$ cat src/rtl/mouse_bounds_sequencer.sv
// Programs a PS/2 mouse controller with per-mode cursor bounds through a serial
// sequence of one-hot write strobes, with gap timing, back-pressure and restart.
module mouse_bounds_sequencer #(
  parameter int VALUE_W = 12,
  parameter int MODE_W  = 3,
  parameter int N_MODES = 4,
  parameter logic [N_MODES*VALUE_W-1:0] MIN_X_TAB = {12'd0, 12'd0, 12'd361, 12'd0},
  parameter logic [N_MODES*VALUE_W-1:0] MAX_X_TAB = {12'd1019, 12'd1019, 12'd645, 12'd1019},
  parameter logic [N_MODES*VALUE_W-1:0] MIN_Y_TAB = {12'd0, 12'd0, 12'd367, 12'd0},
  parameter logic [N_MODES*VALUE_W-1:0] MAX_Y_TAB = {12'd763, 12'd763, 12'd651, 12'd763},
  parameter logic [N_MODES-1:0]         CENTER_MASK = 4'b0010,
  parameter int WRITE_GAP = 0
) (
  input  logic               clk,
  input  logic               rst,
  input  logic [MODE_W-1:0]  mode_in,
  input  logic               force_reprog,
  input  logic               ctl_busy,
  output logic [VALUE_W-1:0] value,
  output logic               setmax_x,
  output logic               setmax_y,
  output logic               setmin_x,
  output logic               setmin_y,
  output logic               set_x,
  output logic               set_y,
  output logic               busy,
  output logic               done,
  output logic [MODE_W-1:0]  active_mode,
  output logic               mode_err
);

  localparam int N_SLOTS = 1 << MODE_W;

  typedef enum logic [1:0] {IDLE, WRITE, GAP} state_t;

  // Tables are widened to the full mode_in range so lookups need no range guard.
  logic [VALUE_W-1:0] min_x_arr [N_SLOTS];
  logic [VALUE_W-1:0] max_x_arr [N_SLOTS];
  logic [VALUE_W-1:0] min_y_arr [N_SLOTS];
  logic [VALUE_W-1:0] max_y_arr [N_SLOTS];
  logic [N_SLOTS-1:0] center_vec;

  genvar gi;
  generate
    for (gi = 0; gi < N_SLOTS; gi++) begin : g_tab
      if (gi < N_MODES) begin : g_valid
        assign min_x_arr[gi]  = MIN_X_TAB[gi*VALUE_W +: VALUE_W];
        assign max_x_arr[gi]  = MAX_X_TAB[gi*VALUE_W +: VALUE_W];
        assign min_y_arr[gi]  = MIN_Y_TAB[gi*VALUE_W +: VALUE_W];
        assign max_y_arr[gi]  = MAX_Y_TAB[gi*VALUE_W +: VALUE_W];
        assign center_vec[gi] = CENTER_MASK[gi];
      end else begin : g_unused
        assign min_x_arr[gi]  = '0;
        assign max_x_arr[gi]  = '0;
        assign min_y_arr[gi]  = '0;
        assign max_y_arr[gi]  = '0;
        assign center_vec[gi] = 1'b0;
      end
    end
  endgenerate

  state_t             state_q, state_d;
  logic [2:0]         step_q, step_d;
  logic [3:0]         gap_q, gap_d;
  logic [MODE_W-1:0]  active_q, active_d;
  logic [5:0]         strobe_q, strobe_d;
  logic [VALUE_W-1:0] value_q, value_d;
  logic               busy_q, busy_d;
  logic               done_q, done_d;
  logic               mode_err_q, mode_err_d;

  logic               mode_valid;
  logic               mode_change;
  logic [2:0]         last_step;
  logic [VALUE_W:0]   sum_x, sum_y;
  logic [VALUE_W-1:0] step_value;

  assign mode_valid  = (32'(mode_in) < N_MODES);
  assign mode_change = mode_valid && (mode_in != active_q);
  assign last_step   = center_vec[active_q] ? 3'd5 : 3'd3;
  assign sum_x       = {1'b0, min_x_arr[active_q]} + {1'b0, max_x_arr[active_q]};
  assign sum_y       = {1'b0, min_y_arr[active_q]} + {1'b0, max_y_arr[active_q]};

  always_comb begin
    step_value = '0;
    case (step_q)
      3'd0:    step_value = max_x_arr[active_q];
      3'd1:    step_value = max_y_arr[active_q];
      3'd2:    step_value = min_x_arr[active_q];
      3'd3:    step_value = min_y_arr[active_q];
      3'd4:    step_value = sum_x[VALUE_W:1];
      3'd5:    step_value = sum_y[VALUE_W:1];
      default: step_value = '0;
    endcase
  end

  always_comb begin
    state_d    = state_q;
    step_d     = step_q;
    gap_d      = gap_q;
    active_d   = active_q;
    strobe_d   = '0;
    value_d    = '0;
    mode_err_d = ~mode_valid;
    case (state_q)
      IDLE: begin
        if (mode_change) begin
          active_d = mode_in;
          state_d  = WRITE;
          step_d   = 3'd0;
        end else if (force_reprog) begin
          state_d = WRITE;
          step_d  = 3'd0;
        end
      end
      WRITE: begin
        if (mode_change) begin
          active_d = mode_in;
          step_d   = 3'd0;
        end else if (!ctl_busy) begin
          strobe_d = 6'd1 << step_q;
          value_d  = step_value;
          step_d   = step_q + 3'd1;
          // The last write always passes through GAP so done lags the final strobe.
          if (step_q == last_step) begin
            state_d = GAP;
            gap_d   = 4'(WRITE_GAP);
          end else if (WRITE_GAP > 0) begin
            state_d = GAP;
            gap_d   = 4'(WRITE_GAP - 1);
          end
        end
      end
      GAP: begin
        if (mode_change) begin
          active_d = mode_in;
          state_d  = WRITE;
          step_d   = 3'd0;
        end else if (gap_q == 4'd0) begin
          state_d = (step_q > last_step) ? IDLE : WRITE;
        end else begin
          gap_d = gap_q - 4'd1;
        end
      end
      default: state_d = IDLE;
    endcase
    busy_d = (state_d != IDLE);
    done_d = (state_d == IDLE);
  end

  always_ff @(posedge clk) begin
    if (rst) begin
      state_q    <= WRITE;
      step_q     <= 3'd0;
      gap_q      <= 4'd0;
      active_q   <= '0;
      strobe_q   <= '0;
      value_q    <= '0;
      busy_q     <= 1'b1;
      done_q     <= 1'b0;
      mode_err_q <= 1'b0;
    end else begin
      state_q    <= state_d;
      step_q     <= step_d;
      gap_q      <= gap_d;
      active_q   <= active_d;
      strobe_q   <= strobe_d;
      value_q    <= value_d;
      busy_q     <= busy_d;
      done_q     <= done_d;
      mode_err_q <= mode_err_d;
    end
  end

  assign value       = value_q;
  assign setmax_x    = strobe_q[0];
  assign setmax_y    = strobe_q[1];
  assign setmin_x    = strobe_q[2];
  assign setmin_y    = strobe_q[3];
  assign set_x       = strobe_q[4];
  assign set_y       = strobe_q[5];
  assign busy        = busy_q;
  assign done        = done_q;
  assign active_mode = active_q;
  assign mode_err    = mode_err_q;

endmodule

$ cat config.mk
export PLATFORM = sky130hd
export DESIGN_NAME = mouse_bounds_sequencer
export DESIGN_NICKNAME = d
export VERILOG_FILES = /design/src/rtl/mouse_bounds_sequencer.sv
export SDC_FILE = /design/constraint.sdc
export NUM_CORES = 1
export LEC_CHECK = 0
export BUFFER_PORTS_ARGS = -buffer_cell sky130_fd_sc_hd__buf_2
export CAP_MARGIN = 20
export CORE_AREA = 5 5 61 63
export CTS_CLUSTER_SIZE = 20
export DETAILED_ROUTE_END_ITERATION = 10
export DIE_AREA = 0 0 66 68
export PLACE_DENSITY = 0.86
export SETUP_SLACK_MARGIN = 0.05
export SLEW_MARGIN = 20
export SYNTH_ARGS = -nofsm -noshare
export SYNTH_HDL_FRONTEND = slang
export SYNTH_SLANG_ARGS = --single-unit
$ cat constraint.sdc
create_clock -name clk -period 4.98 [get_ports clk]
set_input_delay 0.498 -clock clk [delete_from_list [all_inputs] [get_ports clk]]
set_output_delay 0.498 -clock clk [all_outputs]
set_load 0.01 [all_outputs]
### Word-level counts from Yosys, hierarchy flattened

Memory sizes are Yosys's and may differ from the RTL's. A register that Yosys moved wholly into a read port is not among the register bits.
Cells that the tools add are included.

| storage, ports and cells | value |
|---|---|
| memories kept | 5 |
| register bits after elaboration | 33 |
| bits in read-only memories | 392 |
| input bits | 7 |

| cells by class | value |
|---|---|
| equal/unequal tests | 17 |
| shifts and indexed selects | 1 |
| add/subtract/negate cells | 4 |
| bitwise operators | 3 |
| reductions and logical operators | 13 |
| magnitude comparators | 4 |
| muxes and demuxes | 34 |

Memories:

| name | words | width | read ports | clocked after Yosys merged registers in | write ports | RTL line | source |
|---|---|---|---|---|---|---|---|
| (name not given) | 8 | 12 | 1 | 0 | 0 | 90 | `3'd3: step_value = min_y_arr[active_q];` |
| (name not given) | 8 | 12 | 1 | 0 | 0 | 89 | `3'd2: step_value = min_x_arr[active_q];` |
| (name not given) | 8 | 12 | 1 | 0 | 0 | 88 | `3'd1: step_value = max_y_arr[active_q];` |
| (name not given) | 8 | 12 | 1 | 0 | 0 | 87 | `3'd0: step_value = max_x_arr[active_q];` |
| (name not given) | 8 | 1 | 1 | 1 | 0 | 80 | `assign last_step = center_vec[active_q] ? 3'd5 : 3'd3;` |

Operators by type and width:

| kind | count |
|---|---|
| 12-bit two-way mux | 8 |
| 12-bit case mux with 6 select lines | 1 |
| 12-bit by 12-bit adder with 13-bit output | 2 |
| 3-bit two-way mux | 8 |
| 4-bit two-way mux | 5 |
| 2-bit two-way mux | 7 |
| 2-bit != test (second input constant) | 6 |
| 3-bit case mux with 3 select lines | 1 |
| 4-bit case mux with 2 select lines | 1 |
| 3-bit by 2-bit == test with 1-bit output (second input constant) | 2 |
| 3-bit == test (second input constant) | 2 |
| 3-bit != test (second input constant) | 2 |
| 2-bit case mux with 3 select lines | 1 |
| 6-bit AND reduction | 1 |
| 1-bit by 3-bit << shifter with 6-bit output (first input constant) | 1 |
| 4-bit greater-or-equal comparator (second input constant) | 1 |
| 2-bit logical NOT | 2 |
| 4-bit logical NOT | 1 |
| 3-bit by 4-bit < comparator with 1-bit output (second input constant) | 1 |
| 3-bit inverter with 4-bit output | 1 |
| 4-bit AND reduction | 1 |
| 2-bit nonzero test | 2 |
| 4-bit OR reduction | 1 |
| 4-bit by 1-bit subtractor with 4-bit output (second input constant) | 1 |
| 15 further kinds | 17 |

### Depth between registers and ports, before layout

Gate-level depths: netlist of run 1.

| depth | value |
|---|---|
| word-level depth | 9 |
| gate-level depth with buffers | 10 |
| mapped depth without buffers | 9 |

### Least setup slack after synthesis of run 1

No wires, ideal clock.

| timing | value |
|---|---|
| kind | register -> register |
| start | register active_q[0], in the netlist active_mode[0] |
| end | register value_q[7], in the netlist value[7] |
| buffers on the path | 1 |
| setup slack | 2.678 ns |
| period minus slack after synthesis | 2.302 ns |
| setup time | 0.119 ns |
| arrival time | 2.183 ns |
| cell stages (with the launch flop) | 11 |
| cells stage by stage | dfxtp_1 -> nor2b_1 -> nand2_1 -> inv_1 -> ha_1 -> clkbuf_1 -> a41oi_1 -> nor2_1 -> xor2_1 -> a211oi_1 -> nor2_1 |

| between the ends | value |
|---|---|
| word-level cells in the longest chain between the ends | 6 |
| elaborated cells between the ends (all ways) | 19 |

Ends and longest elaborated chain:

| what | RTL line | source |
|---|---|---|
| start, declared | 65 | `logic [MODE_W-1:0] active_q, active_d;` |
| start signal, assigned | 166 | `active_q <= active_d;` |
| 3-bit inverter with 4-bit output (not written as such) | n/a |  |
| memory 8 x 12 bit (on tied branches) | n/a |  |
| 12-bit two-way mux (on tied branches) (2 in series) | n/a |  |
| 12-bit by 12-bit adder with 13-bit output (on tied branches) | 82, 81 |  |
| 12-bit case mux with 6 select lines | 86 | `case (step_q)` |
| end signal, assigned | 168 | `value_q <= value_d;` |
| end, declared | 67 | `logic [VALUE_W-1:0] value_q, value_d;` |

Several ways; a longest one is shown, not always the timed one. The select of a mux whose other input is x is not followed.
A chain may end at the register's enable or synchronous reset.

### Worst setup path in the final report of run 1

Ends and elaborated chain as after synthesis.

==> results of run 1 <==
-- Yosys cell counts, types with 2 or more instances --
library cell,n
a211oi_1,3
a21o_1,3
a21oi_1,20
a31oi_1,7
buf_2,2
buf_4,2
clkbuf_1,7
dfxtp_1,32
ha_1,15
inv_1,11
mux2i_1,3
nand2_1,18
nand2b_1,9
nand3_1,6
nor2_1,20
nor2b_1,4
nor3_1,3
nor3b_1,2
nor4_1,3
o2111ai_1,2
o21ai_0,6
or3_1,4
or4_1,2
xnor2_1,7
-- power breakdown --
part	switching (mW)	internal [mW]	total [mW]
clock	0.0788	0.0695	0.148
combinational	0.0551	0.0354	0.0906
sequential	0.00517	0.265	0.271
total	0.139	0.370	0.509
-- area by class of cell --
type,count,share of cell area
Clock buffer,8,0.0303
Inverter,11,0.0213
Multi-Input combinational cell,155,0.516
Sequential cell,32,0.331
Tap cell,46,0.0297
Timing Repair Buffer,28,0.0723
-- metrics by stage --
step	power [mW]	util	hold WS [ns]	setup WS, ns	instances
4_1_cts	0.515	0.610	0.389	2.41	280
6_report	0.509	0.610	0.397	2.39	280
3_3_place_gp	0.364	0.591	0.454	2.44	272
3_5_place_dp	0.366	0.591	0.460	2.42	272
5_1_grt	0.542	0.610	0.405	2.20	280
2_1_floorplan	0.344	-	0.441	2.68	210
-- final timing paths --
kind                                startpoint        to  slack (ns)  cells past startpoint
worst max register to register  active_mode[0]  value[7]        2.39                      9
worst max-delay path            active_mode[0]  value[7]        2.39                      9
worst min register to register        gap_q[1]  gap_q[1]        0.47                      2
worst min-delay path                mode_in[2]  mode_err        0.40                      2
-- routing by layer --
metal | share of wire | up-vias
li1 | - | 771
met1 | 0.43 | 691
met2 | 0.47 | 62
met3 | 0.084 | 11
met4 | 0.018 | 0
met5 | 0 | -
-- kinds of logic (layout without fill, tap and decap cells) --
family,after synthesis,in the layout,share of synthesized area
flops,32,32,0.368
buf+inv,23,47,0.0597
xor+xnor,8,8,0.0403
simple gates,79,79,0.234
fa+ha+maj,15,15,0.108
mux,3,3,0.0173
compound gates,48,48,0.170
other cells,1,2,0.00215
-- flip-flops by register name (all words and copies together), names as in the netlist --
register / count
done: 1
last_step: 1
step_q: 3
mode_err: 1
strobe_q: 6
gap_q: 4
state_q: 2
value: 10
active_mode: 3
busy: 1
==> results.yml, run 1 <==
layout:
  register_area_um2: 641
  final_nets: 255
  num_antenna_cells: 0
  layout_commonest_cell: "dfxtp_1"
  multi_input_area_um2: 1000
  final_cell_mix: "dfxtp_1, buf_2, nor2_1, a21oi_1, nand2_1"
  finish.instance_area_um2: 1940
  fillCellCount: 290
  area_growth_syn_to_layout_pct: 11.4
  drive_above_1_share: 0.150
worst_setup_path:
  path_cells: "nor2b_1 -> nand2_1 -> inv_1 -> ha_1 -> a41oi_1 -> nor2_1 -> xor2_1 -> a211oi_1 -> nor2_1"
  crit_arrival_ns: 2.81
  startpoint_type: "flop"
  cp_top_family: "simple AND/OR/NAND/NOR gates"
  cpMaxStageDelayCell: "dfxtp_1"
  end_kind: "flop"
  critPathKind: "flop to flop"
  crit_buf_inv: 1
  required_ns: 5.20
  crit_fanout: 9
  cpPeakStageDelay_ns: 0.41
  crit_path_frequent_cell: "nor2_1"
floorplan:
  std_cell_rows: 21
  fp.dieH_um: 68
  core_area_um2: 3180
  die_area_um2: 4490
  start_util: 0.547
  io_pins: 31
  die_x_um: 66
clock_tree:
  htree_levels: 2
  cts_setup_buffers: 0
  numCtsBuffers: 5
  root_buffer: "clkbuf_4"
  cts_buffer_depth: 2
  cts_tree: "done"
  cts_num_sinks: 32
  clk_pin_slew_ns: 0.09
  postCtsHoldBufs: 0
  clk_latency_ns: 0.33
  cts_resized: 0
global_route:
  met3_usage: 0.0624
  grt_pass1_wl_um: 5970
  antenna_found_initial: 0
  grt.overflow.total: 0
  grt_pass1_vias: 1426
  grt_max_degree: 18
  grt_usage: 0.171
  met1_usage: 0.197
  gr-max-usage-layer: "met2"
  grt_util_met2: 0.273
run:
  drv_cap: 0
yosys:
  syn_area_um2: 1740
  netlist.area_leader.share: 0.368
  synthFlopType: "dfxtp_1"
  synth.avg_cell_area_um2: 8.33
  synth_edf_count: 0
  yosysSeqAreaShare: 0.368
  synth-async-reset-ratio: 0
  synth_seq_cells: 32
  yosys.cell_types.count: 42
  synth.area.top_cells: "dfxtp_1, ha_1, a21oi_1, nor2_1, nand2_1"
  syn-instance-count: 209
  yosysWarnings: 0
  synth_top_area_cell: "dfxtp_1"
power_and_ir_drop:
  p_leak_nw: 0.840
  p_per_area_nw_per_um2: 263
  ir_worst_vdd_v: 0.000199
placed_design:
  port_buffers: 28
  placed_area_um2: 1880
  place_hpwl_um: 2590
  routabilityCongestion: 0.889
sta:
  skew_ns: 0.00525
  maxSlewHeadroom: 0.366
  maxSlewViolCount: 0
  fin_crit_ns: 2.59
  setup_tns_ns: 0
  finalSetupViolations: 0
  fin_crit_sh: 0.521
  max_freq_mhz: 386
  worst_pin_slew_ns: 0.947
  rsz0062_at_grt: "no"
  hold_viol: 0
min_path:
  hold_path.class: "input port to flop"
outcome:
  status: "complete, no violations"
routing:
  vias: 1535
  viasPerCell: 5.48
  antenna_left: 0
  wl_per_cell_um: 12.4
  wl_um: 3480
  drtIter0Drc: 80
  dr.pass1.iters: 4
  drc: 0
Power figures use the tool's default switching activity.
==> inputs of run 2 (changes only) <==
--- a/config.mk
+++ b/config.mk
@@ -7,11 +7,11 @@
 export LEC_CHECK = 0
 export BUFFER_PORTS_ARGS = -buffer_cell sky130_fd_sc_hd__buf_2
 export CAP_MARGIN = 20
-export CORE_AREA = 5 5 61 63
+export CORE_AREA = 5 5 65 67
 export CTS_CLUSTER_SIZE = 20
 export DETAILED_ROUTE_END_ITERATION = 10
-export DIE_AREA = 0 0 66 68
-export PLACE_DENSITY = 0.86
+export DIE_AREA = 0 0 70 72
+export PLACE_DENSITY = 0.79
 export SETUP_SLACK_MARGIN = 0.05
 export SLEW_MARGIN = 20
 export SYNTH_ARGS = -nofsm -noshare
==> constraint.sdc (replaced) <==
create_clock -name clk -period 2.1 [get_ports clk]
set_input_delay 0.21 -clock clk [delete_from_list [all_inputs] [get_ports clk]]
set_output_delay 0.21 -clock clk [all_outputs]
set_load 0.01 [all_outputs]
==> run 2 against run 1 <==
  * Design area is 6.1% higher
  * Highest routed layer unchanged
  * Utilization shrank 3.5 points
  * Worst setup slack got worse by 2.2 ns
  * Total power rose by 140%
  * Register-to-register slack worse by 2.2 ns
  * Critical path depth shrank 1
  * Clock skew is 0.00065 ns lower
==> results.yml, run 2 (same netlist as run 1, synthesis figures left out) <==
routing:
  drc: 0
  wl_um: 3630
  vias: 1554
  viasPerCell: 5.29
  antenna_left: 0
  drtIter0Drc: 141
  wl_per_cell_um: 12.3
  dr.pass1.iters: 4
floorplan:
  io_pins: 31
  start_util: 0.486
  die_area_um2: 5040
  fp.dieH_um: 72
  std_cell_rows: 22
  core_area_um2: 3580
  die_x_um: 70
sta:
  skew_ns: 0.00460
  max_freq_mhz: 523
  setup_tns_ns: 0
  hold_viol: 0
  fin_crit_sh: 0.910
  hold_slack_ns: 0.112
  maxSlewViolCount: 0
  rsz0062_at_grt: "no"
  worst_slack_ns: 0.189
  fin_crit_ns: 1.91
  finalSetupViolations: 0
worst_setup_path:
  critPathKind: "flop to flop"
  worst-r2r-cell-count: 8
  rrSetupSlack_ns: 0.19
  endpoint: "value[7]"
  rr_endpoint: "value[7]"
  required_ns: 2.31
  crit_arrival_ns: 2.12
  end_kind: "flop"
  crit_fanout: 6
  crit_path_start: "active_mode[0]"
  startpoint_type: "flop"
  timing.rr.start: "active_mode[0]"
layout:
  register_area_um2: 643
  final_cell_mix: "dfxtp_1, buf_2, a21oi_1, nor2_1, nand2_1"
  area_growth_syn_to_layout_pct: 18.1
  fillCellCount: 335
  largest_reg_flops: 10
  layout_commonest_cell: "dfxtp_1"
  final_nets: 267
  multi_input_area_um2: 1020
  drive_above_1_share: 0.224
  num_antenna_cells: 0
  stdcell_count: 294
  final_util: 0.574
  finish.instance_area_um2: 2060
placed_design:
  routabilityCongestion: 0.893
  port_buffers: 28
  place_hpwl_um: 2840
  dp_slack_ns: 0.168
  placed_area_um2: 1980
  placedCellCount: 285
clock_tree:
  clk_pin_slew_ns: 0.10
  clk_latency_ns: 0.33
  cts_tree: "done"
  root_buffer: "clkbuf_4"
  htree_levels: 2
  cts_num_sinks: 32
  cts_buffer_depth: 2
  numCtsBuffers: 5
power_and_ir_drop:
  p_per_area_nw_per_um2: 603
  ir_worst_vdd_v: 0.000405
  p_leak_nw: 0.907
  finalPower_mw: 1.24
global_route:
  grt.overflow.total: 0
  grt_pass1_wl_um: 6180
  grt_usage: 0.152
  grt_util_met2: 0.259
  met3_usage: 0.0512
  antenna_found_initial: 0
  grt_pass1_vias: 1372
  met1_usage: 0.173
  gr-max-usage-layer: "met2"
  grt_max_degree: 18
outcome:
  status: "complete, no violations"
run:
  drv_cap: 0
min_path:
  hold_path.class: "input port to flop"
==> run 2: cell count changes in the layout (fill, tap and decap cells not counted), moves of 2 or more <==
cell / delta
dfxtp_1: -2
clkinv_2: +2
dfxtp_2: +2
clkbuf_1: -2
buf_4: +12
==> run 2: metal layers <==
layer,up-vias,part of all wire
met5,-,0
met4,0,0.020
met3,8,0.075
met2,51,0.49
met1,701,0.42
li1,794,-
==> run 2: area by class of cell <==
cell class | instances | area share
repair buffers | 40 | 0.112
inverters | 11 | 0.0201
well taps | 48 | 0.0292
clock buffers | 6 | 0.0250
multi-input cells | 155 | 0.496
clock inverters | 2 | 0.00487
flip-flops and latches | 32 | 0.313
==> run 2: critical path, cell delays in order (launching register included) <==
cell and delay (ns):
dfxtp_2 0.35, nor2b_4 0.14, nor2_2 0.22, ha_2 0.37, a41oi_2 0.22, nor2_1 0.07
xor2_1 0.14, a211oi_1 0.24, nor2_1 0.05
==> run 2: report_power, final <==
| part | switching, mW | total [mW] | internal (mW) |
|---|---|---|---|
| combinational | 0.134 | 0.237 | 0.103 |
| clock | 0.202 | 0.361 | 0.159 |
| sequential | 0.0124 | 0.642 | 0.630 |
==> run 2: how the worst min path moves through the flow <==
stage,startpoint,end,cells after the start
after global placement,mode_in[2],mode_err,2
after global routing,mode_in[2],mode_err,2
final,mode_in[2],mode_err,2
after floorplan,mode_in[2],mode_err,1
after CTS,mode_in[2],mode_err,2
after detailed placement,mode_in[2],mode_err,2
==> run 2: repair_timing <==
| action | in CTS | in global routing |
|---|---|---|
| hold buffers | 0 | 0 |
| endpoints found under the setup margin | 0 | 5 |
| resized for setup | 0 | 1 |
| buffers inserted | 0 | 1 |
